==> src/rtl/conv_pkg.sv <==
// conv_pkg: shared types, widths and output conditioning for the 3x3 convolution MAC
package conv_pkg;
  localparam int MAC_LATENCY = 6;
  typedef logic signed [7:0] window_t [9];
  function automatic int acc_width(input int dw, input int ww, input int c);
    return dw + ww + 4 + $clog2(c);
  endfunction
  function automatic logic signed [63:0] relu_sat(input logic signed [63:0] v, input int ow, input bit relu);
    logic signed [63:0] hi, lo, r;
    hi = (64'sd1 <<< (ow - 1)) - 64'sd1;
    lo = -(64'sd1 <<< (ow - 1));
    r = (relu && v < 64'sd0) ? 64'sd0 : v;
    return r > hi ? hi : r < lo ? lo : r;
  endfunction
endpackage

==> src/rtl/conv_if.sv <==
// conv_if: window stream, weight-write port and result stream of the 3x3 convolution MAC
interface conv_if #(
  parameter int DATA_WIDTH  = 8,
  parameter int W_WIDTH     = 8,
  parameter int CHANNEL_NUM = 3,
  parameter int OUT_WIDTH   = 8
);
  localparam int AW = $clog2(CHANNEL_NUM * 9 + 1);
  logic                          data_valid_i;
  logic signed [DATA_WIDTH-1:0]  data_i [9];
  logic                          sop_i, eop_i, sof_i, eof_i;
  logic                          w_we_i;
  logic [AW-1:0]                 w_addr_i;
  logic signed [W_WIDTH-1:0]     w_data_i;
  logic                          data_valid_o;
  logic signed [OUT_WIDTH-1:0]   data_o;
  logic                          sop_o, eop_o, sof_o, eof_o, busy_o, ch_err_o;
  modport master (
    output data_valid_i, data_i, sop_i, eop_i, sof_i, eof_i, w_we_i, w_addr_i, w_data_i,
    input  data_valid_o, data_o, sop_o, eop_o, sof_o, eof_o, busy_o, ch_err_o
  );
  modport slave (
    input  data_valid_i, data_i, sop_i, eop_i, sof_i, eof_i, w_we_i, w_addr_i, w_data_i,
    output data_valid_o, data_o, sop_o, eop_o, sof_o, eof_o, busy_o, ch_err_o
  );
endinterface

==> src/rtl/mac3x3_tree.sv <==
// mac3x3_tree: 9 signed products and a two-level adder tree with valid/tag sideband
module mac3x3_tree #(
  parameter int DATA_WIDTH = 8,
  parameter int W_WIDTH    = 8,
  parameter int TAG_W      = 1
) (
  input  logic                                  clk,
  input  logic                                  reset,
  input  logic                                  valid,
  input  logic signed [DATA_WIDTH-1:0]          win [9],
  input  logic signed [W_WIDTH-1:0]             ker [9],
  input  logic [TAG_W-1:0]                      tag,
  output logic                                  sum_valid,
  output logic signed [DATA_WIDTH+W_WIDTH+3:0]  sum,
  output logic [TAG_W-1:0]                      sum_tag
);
  localparam int PW = DATA_WIDTH + W_WIDTH;
  logic signed [PW-1:0]   prod [9];
  logic signed [PW+1:0]   part [3];
  logic                   v1, v2;
  logic [TAG_W-1:0]       t1, t2;
  always_ff @(posedge clk) begin
    if (reset) begin
      v1 <= 1'b0;
      v2 <= 1'b0;
      sum_valid <= 1'b0;
    end else begin
      v1 <= valid;
      v2 <= v1;
      sum_valid <= v2;
    end
  end
  always_ff @(posedge clk) begin
    t1 <= tag;
    t2 <= t1;
    sum_tag <= t2;
    for (int i = 0; i < 9; i++) prod[i] <= PW'(win[i]) * PW'(ker[i]);
    for (int r = 0; r < 3; r++) part[r] <= (PW+2)'(prod[3*r]) + (PW+2)'(prod[3*r+1]) + (PW+2)'(prod[3*r+2]);
    sum <= (PW+4)'(part[0]) + (PW+4)'(part[1]) + (PW+4)'(part[2]);
  end
endmodule

==> src/rtl/conv3x3_mac.sv <==
// conv3x3_mac: channel-interleaved 3x3 convolution with bias, shift, ReLU and saturation
module conv3x3_mac import conv_pkg::*; #(
  parameter int DATA_WIDTH  = 8,
  parameter int W_WIDTH     = 8,
  parameter int MATRIX_SIZE = 3,
  parameter int CHANNEL_NUM = 3,
  parameter int OUT_WIDTH   = 8,
  parameter int SHIFT       = 7,
  parameter int RELU        = 1
) (
  input logic   clk,
  input logic   reset,
  conv_if.slave bus
);
  localparam int SW    = DATA_WIDTH + W_WIDTH + 4;
  localparam int ACC_W = acc_width(DATA_WIDTH, W_WIDTH, CHANNEL_NUM);
  localparam int CW    = CHANNEL_NUM > 1 ? $clog2(CHANNEL_NUM) : 1;
  localparam int NW    = CHANNEL_NUM * 9;
  localparam int AW    = $clog2(NW + 1);
  if (MATRIX_SIZE != 3) begin : g_size_chk
    $error("conv3x3_mac supports MATRIX_SIZE = 3 only");
  end
  logic signed [W_WIDTH-1:0]    w_mem [NW+1];
  logic [CW-1:0]                chan_cnt, ch;
  logic                         first_in, last_in, busy, ch_err;
  logic                         s0_valid;
  logic signed [DATA_WIDTH-1:0] s0_win [9];
  logic signed [W_WIDTH-1:0]    s0_ker [9];
  logic [5:0]                   s0_tag, t_tag;
  logic                         t_valid;
  logic signed [SW-1:0]         t_sum;
  logic signed [ACC_W-1:0]      acc;
  logic                         s4_last, s4_sop, s4_sof, s4_eop, s4_eof;
  logic signed [63:0]           res;
  // sop/sof resynchronise the channel counter to 0
  assign first_in = bus.sop_i | bus.sof_i;
  assign ch = first_in ? '0 : chan_cnt;
  assign last_in = ch == CW'(CHANNEL_NUM - 1);
  assign bus.busy_o = busy;
  assign bus.ch_err_o = ch_err;
  always_ff @(posedge clk) begin
    if (reset) begin
      chan_cnt <= '0;
      busy <= 1'b0;
      ch_err <= 1'b0;
      s0_valid <= 1'b0;
    end else begin
      s0_valid <= bus.data_valid_i;
      if (bus.data_valid_i) chan_cnt <= last_in ? '0 : ch + CW'(1);
      if (bus.data_valid_i && first_in && (chan_cnt != '0 || (bus.sof_i && busy))) ch_err <= 1'b1;
      if (bus.data_valid_i && bus.sof_i) busy <= 1'b1;
      else if (bus.eof_o) busy <= 1'b0;
    end
  end
  // weight/bias store survives reset and is frozen while a frame is in flight
  always_ff @(posedge clk) begin
    if (bus.w_we_i && !busy && bus.w_addr_i <= AW'(NW)) w_mem[bus.w_addr_i] <= bus.w_data_i;
  end
  always_ff @(posedge clk) begin
    s0_win <= bus.data_i;
    s0_tag <= {ch == '0, last_in, bus.sop_i, bus.sof_i, bus.eop_i, bus.eof_i};
    for (int k = 0; k < 9; k++) s0_ker[k] <= w_mem[AW'(int'(ch) * 9 + k)];
  end
  mac3x3_tree #(.DATA_WIDTH(DATA_WIDTH), .W_WIDTH(W_WIDTH), .TAG_W(6)) u_tree (
    .clk(clk), .reset(reset), .valid(s0_valid), .win(s0_win), .ker(s0_ker), .tag(s0_tag),
    .sum_valid(t_valid), .sum(t_sum), .sum_tag(t_tag)
  );
  always_ff @(posedge clk) begin
    if (reset) s4_last <= 1'b0;
    else s4_last <= t_valid & t_tag[4];
  end
  always_ff @(posedge clk) begin
    if (t_valid) begin
      acc <= t_tag[5] ? ACC_W'(t_sum) : acc + ACC_W'(t_sum);
      if (t_tag[5]) {s4_sop, s4_sof} <= t_tag[3:2];
      {s4_eop, s4_eof} <= t_tag[1:0];
    end
  end
  always_comb res = relu_sat((64'(acc) + 64'(w_mem[NW])) >>> SHIFT, OUT_WIDTH, RELU != 0);
  always_ff @(posedge clk) begin
    if (reset) begin
      bus.data_valid_o <= 1'b0;
      bus.data_o <= '0;
      {bus.sop_o, bus.sof_o, bus.eop_o, bus.eof_o} <= '0;
    end else begin
      bus.data_valid_o <= s4_last;
      {bus.sop_o, bus.sof_o, bus.eop_o, bus.eof_o} <= {4{s4_last}} & {s4_sop, s4_sof, s4_eop, s4_eof};
      if (s4_last) bus.data_o <= res[OUT_WIDTH-1:0];
    end
  end
endmodule

==> src/flat_wrapper.sv <==
// flat-port wrapper written by rule: the top's interface ports become plain ports
module conv3x3_mac_flat import conv_pkg::*;
#(
  parameter int DATA_WIDTH  = 8,
  parameter int W_WIDTH     = 8,
  parameter int MATRIX_SIZE = 3,
  parameter int CHANNEL_NUM = 3,
  parameter int OUT_WIDTH   = 8,
  parameter int SHIFT       = 7,
  parameter int RELU        = 1
)
  (clk, reset, bus_data_valid_i, bus_data_i, bus_sop_i, bus_eop_i, bus_sof_i, bus_eof_i, bus_w_we_i, bus_w_addr_i, bus_w_data_i, bus_data_valid_o, bus_data_o, bus_sop_o, bus_eop_o, bus_sof_o, bus_eof_o, bus_busy_o, bus_ch_err_o);
  conv_if #(.DATA_WIDTH(DATA_WIDTH), .W_WIDTH(W_WIDTH), .CHANNEL_NUM(CHANNEL_NUM), .OUT_WIDTH(OUT_WIDTH)) bus_i ();
  input logic clk;
  input logic reset;
  input wire logic [$bits(bus_i.data_valid_i)-1:0] bus_data_valid_i;
  input wire logic [$bits(bus_i.data_i)-1:0] bus_data_i;
  input wire logic [$bits(bus_i.sop_i)-1:0] bus_sop_i;
  input wire logic [$bits(bus_i.eop_i)-1:0] bus_eop_i;
  input wire logic [$bits(bus_i.sof_i)-1:0] bus_sof_i;
  input wire logic [$bits(bus_i.eof_i)-1:0] bus_eof_i;
  input wire logic [$bits(bus_i.w_we_i)-1:0] bus_w_we_i;
  input wire logic [$bits(bus_i.w_addr_i)-1:0] bus_w_addr_i;
  input wire logic [$bits(bus_i.w_data_i)-1:0] bus_w_data_i;
  output wire logic [$bits(bus_i.data_valid_o)-1:0] bus_data_valid_o;
  output wire logic [$bits(bus_i.data_o)-1:0] bus_data_o;
  output wire logic [$bits(bus_i.sop_o)-1:0] bus_sop_o;
  output wire logic [$bits(bus_i.eop_o)-1:0] bus_eop_o;
  output wire logic [$bits(bus_i.sof_o)-1:0] bus_sof_o;
  output wire logic [$bits(bus_i.eof_o)-1:0] bus_eof_o;
  output wire logic [$bits(bus_i.busy_o)-1:0] bus_busy_o;
  output wire logic [$bits(bus_i.ch_err_o)-1:0] bus_ch_err_o;
  assign bus_i.data_valid_i = bus_data_valid_i;
  assign bus_i.data_i = {>>{bus_data_i}};
  assign bus_i.sop_i = bus_sop_i;
  assign bus_i.eop_i = bus_eop_i;
  assign bus_i.sof_i = bus_sof_i;
  assign bus_i.eof_i = bus_eof_i;
  assign bus_i.w_we_i = bus_w_we_i;
  assign bus_i.w_addr_i = bus_w_addr_i;
  assign bus_i.w_data_i = bus_w_data_i;
  assign bus_data_valid_o = bus_i.data_valid_o;
  assign bus_data_o = bus_i.data_o;
  assign bus_sop_o = bus_i.sop_o;
  assign bus_eop_o = bus_i.eop_o;
  assign bus_sof_o = bus_i.sof_o;
  assign bus_eof_o = bus_i.eof_o;
  assign bus_busy_o = bus_i.busy_o;
  assign bus_ch_err_o = bus_i.ch_err_o;
  conv3x3_mac #(.DATA_WIDTH(DATA_WIDTH), .W_WIDTH(W_WIDTH), .MATRIX_SIZE(MATRIX_SIZE), .CHANNEL_NUM(CHANNEL_NUM), .OUT_WIDTH(OUT_WIDTH), .SHIFT(SHIFT), .RELU(RELU)) u_core (.clk(clk), .reset(reset), .bus(bus_i));
endmodule
==> config.mk <==
export PLATFORM = sky130hd
export DESIGN_NAME = conv3x3_mac_flat
export DESIGN_NICKNAME = d
export VERILOG_FILES = /design/src/rtl/conv_pkg.sv /design/src/rtl/conv_if.sv /design/src/rtl/mac3x3_tree.sv /design/src/rtl/conv3x3_mac.sv /design/src/flat_wrapper.sv
export SDC_FILE = /design/constraint.sdc
export NUM_CORES = 2
export LEC_CHECK = 0
export BUFFER_PORTS_ARGS = -buffer_cell sky130_fd_sc_hd__buf_2
export CORE_UTILIZATION = 50
export CTS_CLUSTER_SIZE = 30
export DETAILED_ROUTE_END_ITERATION = 10
export PLACE_DENSITY = 0.66
export SKIP_CTS_REPAIR_TIMING = 1
export SLEW_MARGIN = 20
export SYNTH_ARGS = -nofsm -noshare
export SYNTH_HDL_FRONTEND = slang
export SYNTH_SLANG_ARGS = --single-unit
==> constraint.sdc <==
create_clock -name clk -period 6.4 [get_ports clk]
set_clock_uncertainty 0.1 [all_clocks]
set_input_delay 1.28 -clock clk [delete_from_list [all_inputs] [get_ports clk]]
set_output_delay 1.28 -clock clk [all_outputs]
set_load 0.005 [all_outputs]
==> results.sh <==
export IMPL_via_per_inst=5.39
export IMPL_grt_max_degree=67
export IMPL_yosysMostFrequentCell="inv_1"
export IMPL_switchingPower_mw=10.9
export IMPL_rsz0062_at_grt="no"
export IMPL_path_class="flip-flop to flip-flop"
export IMPL_first_global_vias=33707
export IMPL_cts_sinks=658
export IMPL_place_port_buffers=107
export IMPL_fin_crit_sh_pct=77.8
export IMPL_synth_area_mux_share_pct=8.08
export IMPL_pin_count=108
export IMPL_status="completed"
export IMPL_synth_xor_area_share_pct=3.51
export IMPL_multi_input_area_mm2=0.0315
export IMPL_instances_no_fill=6186
export IMPL_min_to="u_core.u_tree.sum_tag[4]$_DFF_P_"
export IMPL_yosys_top_cells_count="inv_1, fa_1, nand2_1"
export IMPL_n_fill_cell=8550
export IMPL_use_met1_pct=34.5
export IMPL_drt_iter0_markers=2457
export IMPL_hold_class="flip-flop to flip-flop"
export IMPL_synth_top_family_by_area="adder cells"
export IMPL_clk_pin_slew_worst_paths_ns=0.06
export IMPL_grt_overflow_total=0
export IMPL_synth_top_cell_area_share_pct=22.4
export IMPL_layout_nets=5855
export IMPL_r2r_start="u_core.s0_ker[20]$_DFF_P_"
export IMPL_synth_top_area_cell="fa_1"
export IMPL_syn_to_final_growth_pct=8.78
export IMPL_required_ns=6.88
export IMPL_antenna_left=0
export IMPL_synth_cell_area_mm2=0.0506
export IMPL_synthTopCellsByArea="fa_1, dfxtp_1, edfxtp_1"
export IMPL_synth_nets=5754
export IMPL_p_leak_nw=24.2
export IMPL_synthAdderAreaFrac_pct=31.7
export IMPL_core_area_mm2=0.100
export IMPL_finalSetupTns_ns=0
export IMPL_p_int_mw=14.6
export IMPL_wl_um=124000
export IMPL_drc=0
export IMPL_cts_tree="done"
export IMPL_hold_violations=0
export IMPL_pwr_share_comb_pct=59.1
export IMPL_synth_edf_count=250
export IMPL_drv_slew=0
export IMPL_crit_path_end_kind="flip-flop"
export IMPL_use_met2_pct=38.2
export IMPL_via_count=33355
export IMPL_placed_area_mm2=0.0525
export IMPL_post_place_ws_ns=1.31
export IMPL_grt_util_all_layers_pct=24.8
export IMPL_h_tree_depth=3
export IMPL_ys_ff_latch=658
export IMPL_min_delay_path_depth=0
export IMPL_layout_min_cycle_time_ns=4.98
export IMPL_fmax_mhz=201
export IMPL_start_kind="flip-flop"
export IMPL_sequentialPowerShare_pct=23.5
export IMPL_reg2reg_slack_ns=1.42
export IMPL_synth_simple_area_share_pct=11.9
export IMPL_grt_busiest_layer="met2"
export IMPL_die_y_um=320
export IMPL_dp_hpwl_um=99200
export IMPL_power_share_clock_pct=17.4
export IMPL_yosysSeqAreaShare_pct=31.0
export IMPL_relSlewSlack_pct=29.8
export IMPL_maxCapViolCount=0
export IMPL_reg2reg_depth=19
export IMPL_wire_per_inst_um=20.1
export IMPL_globalplace_congestion=0.947
export IMPL_start_util_pct=50.5
export IMPL_fin_ws_ns=1.42
export IMPL_clk_latency_ns=0.65
export IMPL_syn_avg_cell_area_um2=10.7
export IMPL_die_width_um=320
export IMPL_power_density_mw_per_mm2=463
export IMPL_cts_max_path_buffers=3
export IMPL_first_pass_iters=6
export IMPL_die_area_mm2=0.102
export IMPL_grt_pass1_wl_um=195000
export IMPL_rows=116
export IMPL_synthArstFlopShare_pct=0
export IMPL_cp_max_fo=8
export IMPL_worst_pin_slew_ns=1.04
export IMPL_regArea_mm2=0.0157
export IMPL_cts_buffers=77
export IMPL_netlist_instances=4720
export IMPL_cts_root_buf="clkbuf_16"
export IMPL_grtUsageMet3_pct=5.17
export IMPL_r2r_end="u_core.u_tree.prod[0][110]$_DFF_P_"
export IMPL_worstHoldStart="u_core.u_tree.t2[4]$_DFF_P_"
export IMPL_cp_arrival_ns=5.46
export IMPL_ys_types=83
export IMPL_switching_share_pct=42.9
export IMPL_dpl_cell_count=6040
export IMPL_synth_ff_type="dfxtp_1"
export IMPL_final_util_pct=55.0
export IMPL_grt_antenna_before_repair=8
export IMPL_peakVddDrop_v=0.000362
export IMPL_synth_compound_area_share_pct=6.99
export IMPL_yosysWarnings=0
export IMPL_setup_viol=0
export IMPL_layout_drive_gt1_share_pct=8.89
export IMPL_final_area_mm2=0.0550
logic make-up after synthesis:
logic type	Yosys count
buffers and inverters	898
DFF	658
and+or+nand+nor	1223
muxes	261
adders and majority gates	941
AOI/OAI and AO/OA	536
xor gates and xnor gates	203
power groups by stage:
stage          combinational [mW]  clock (mW)  sequential, mW
2_1_floorplan                11.5           0            5.82
3_3_place_gp                 14.9           0            6.10
3_5_place_dp                 15.2           0            6.10
4_1_cts                      15.3        4.52            6.02
5_1_grt                      17.1        4.68            6.08
6_report                     15.1        4.43            6.00
how the worst max path moves through the flow:
stage / from / endpoint / slack [ns] / cells after the start
floorplan: bus_sof_i / u_core.s0_ker[28]$_DFF_P_ / 1.76 / 14
global placement: bus_sof_i / u_core.s0_ker[45]$_DFF_P_ / 1.32 / 9
detailed placement: bus_sof_i / u_core.s0_ker[45]$_DFF_P_ / 1.31 / 9
CTS: u_core.s0_ker[20]$_DFF_P_ / u_core.u_tree.prod[0][110]$_DFF_P_ / 1.40 / 19
global route: u_core.s0_ker[20]$_DFF_P_ / u_core.u_tree.prod[0][110]$_DFF_P_ / 1.05 / 19
finish: u_core.s0_ker[20]$_DFF_P_ / u_core.u_tree.prod[0][110]$_DFF_P_ / 1.42 / 19
area by class of cell:
cell class | count | area share, %
Inverter | 791 | 5.41
Antenna cell | 4 | 0.0182
Sequential cell | 658 | 28.5
Clock buffer | 91 | 3.67
Clock inverter | 51 | 0.898
Timing Repair Buffer | 129 | 1.39
Multi-Input combinational cell | 3164 | 57.2
Tap cell | 1298 | 2.95
cells in the final DEF (no fill, tap or decap), types with 45 or more instances in the layout:
cell type  Yosys  routed
inv_1        789     788
fa_1         566     566
nand2_1      443     442
dfxtp_1      408     407
ha_1         375     372
and2_1       361     361
edfxtp_1     250     250
nor2_1       191     191
xnor2_1      165     165
a21oi_1      123     123
mux2i_1      113     113
buf_2         16     107
mux4_2       104     104
clkbuf_16      0      78
o21ai_1       75      75
o21ai_0       67      67
nand2b_1      46      46
nor2b_1       45      45
worst max-delay path, stage by stage (launching register included):
cell,delay [ns]
dfxtp_1,0.81
nand2_1,0.17
fa_1,0.43
inv_1,0.09
fa_1,0.39
inv_1,0.08
fa_1,0.44
fa_1,0.55
inv_1,0.04
ha_1,0.32
nor2b_1,0.15
o21ai_1,0.15
a21boi_0,0.13
o21ai_1,0.18
a21boi_0,0.13
o21ai_0,0.16
nand2b_1,0.11
a21o_1,0.18
a21oi_1,0.16
xnor2_1,0.13
layer usage:
layer	vias up	part of all wire (%)
li1	15652	-
met3	202	7.9
met5	-	0
met4	0	4.1
met2	1122	44
met1	16379	44
registers in the layout, summed over array words and instances (netlist names), 8 cells and up:
name,flops
u_core.acc,22
u_core.bus.data_o,8
u_core.s0_ker,72
u_core.s0_win,72
u_core.u_tree.part,54
u_core.u_tree.prod,144
u_core.u_tree.sum,20
u_core.w_mem,224
through the flow:
stage	hold WS, ns	total power, mW
final	0.211	25.5
after CTS	0.213	25.9
after floorplan	0.210	17.3
after detailed placement	0.212	21.3
after global routing	0.223	27.9
after global placement	0.210	21.0
(Power assumes the default switching activity.)
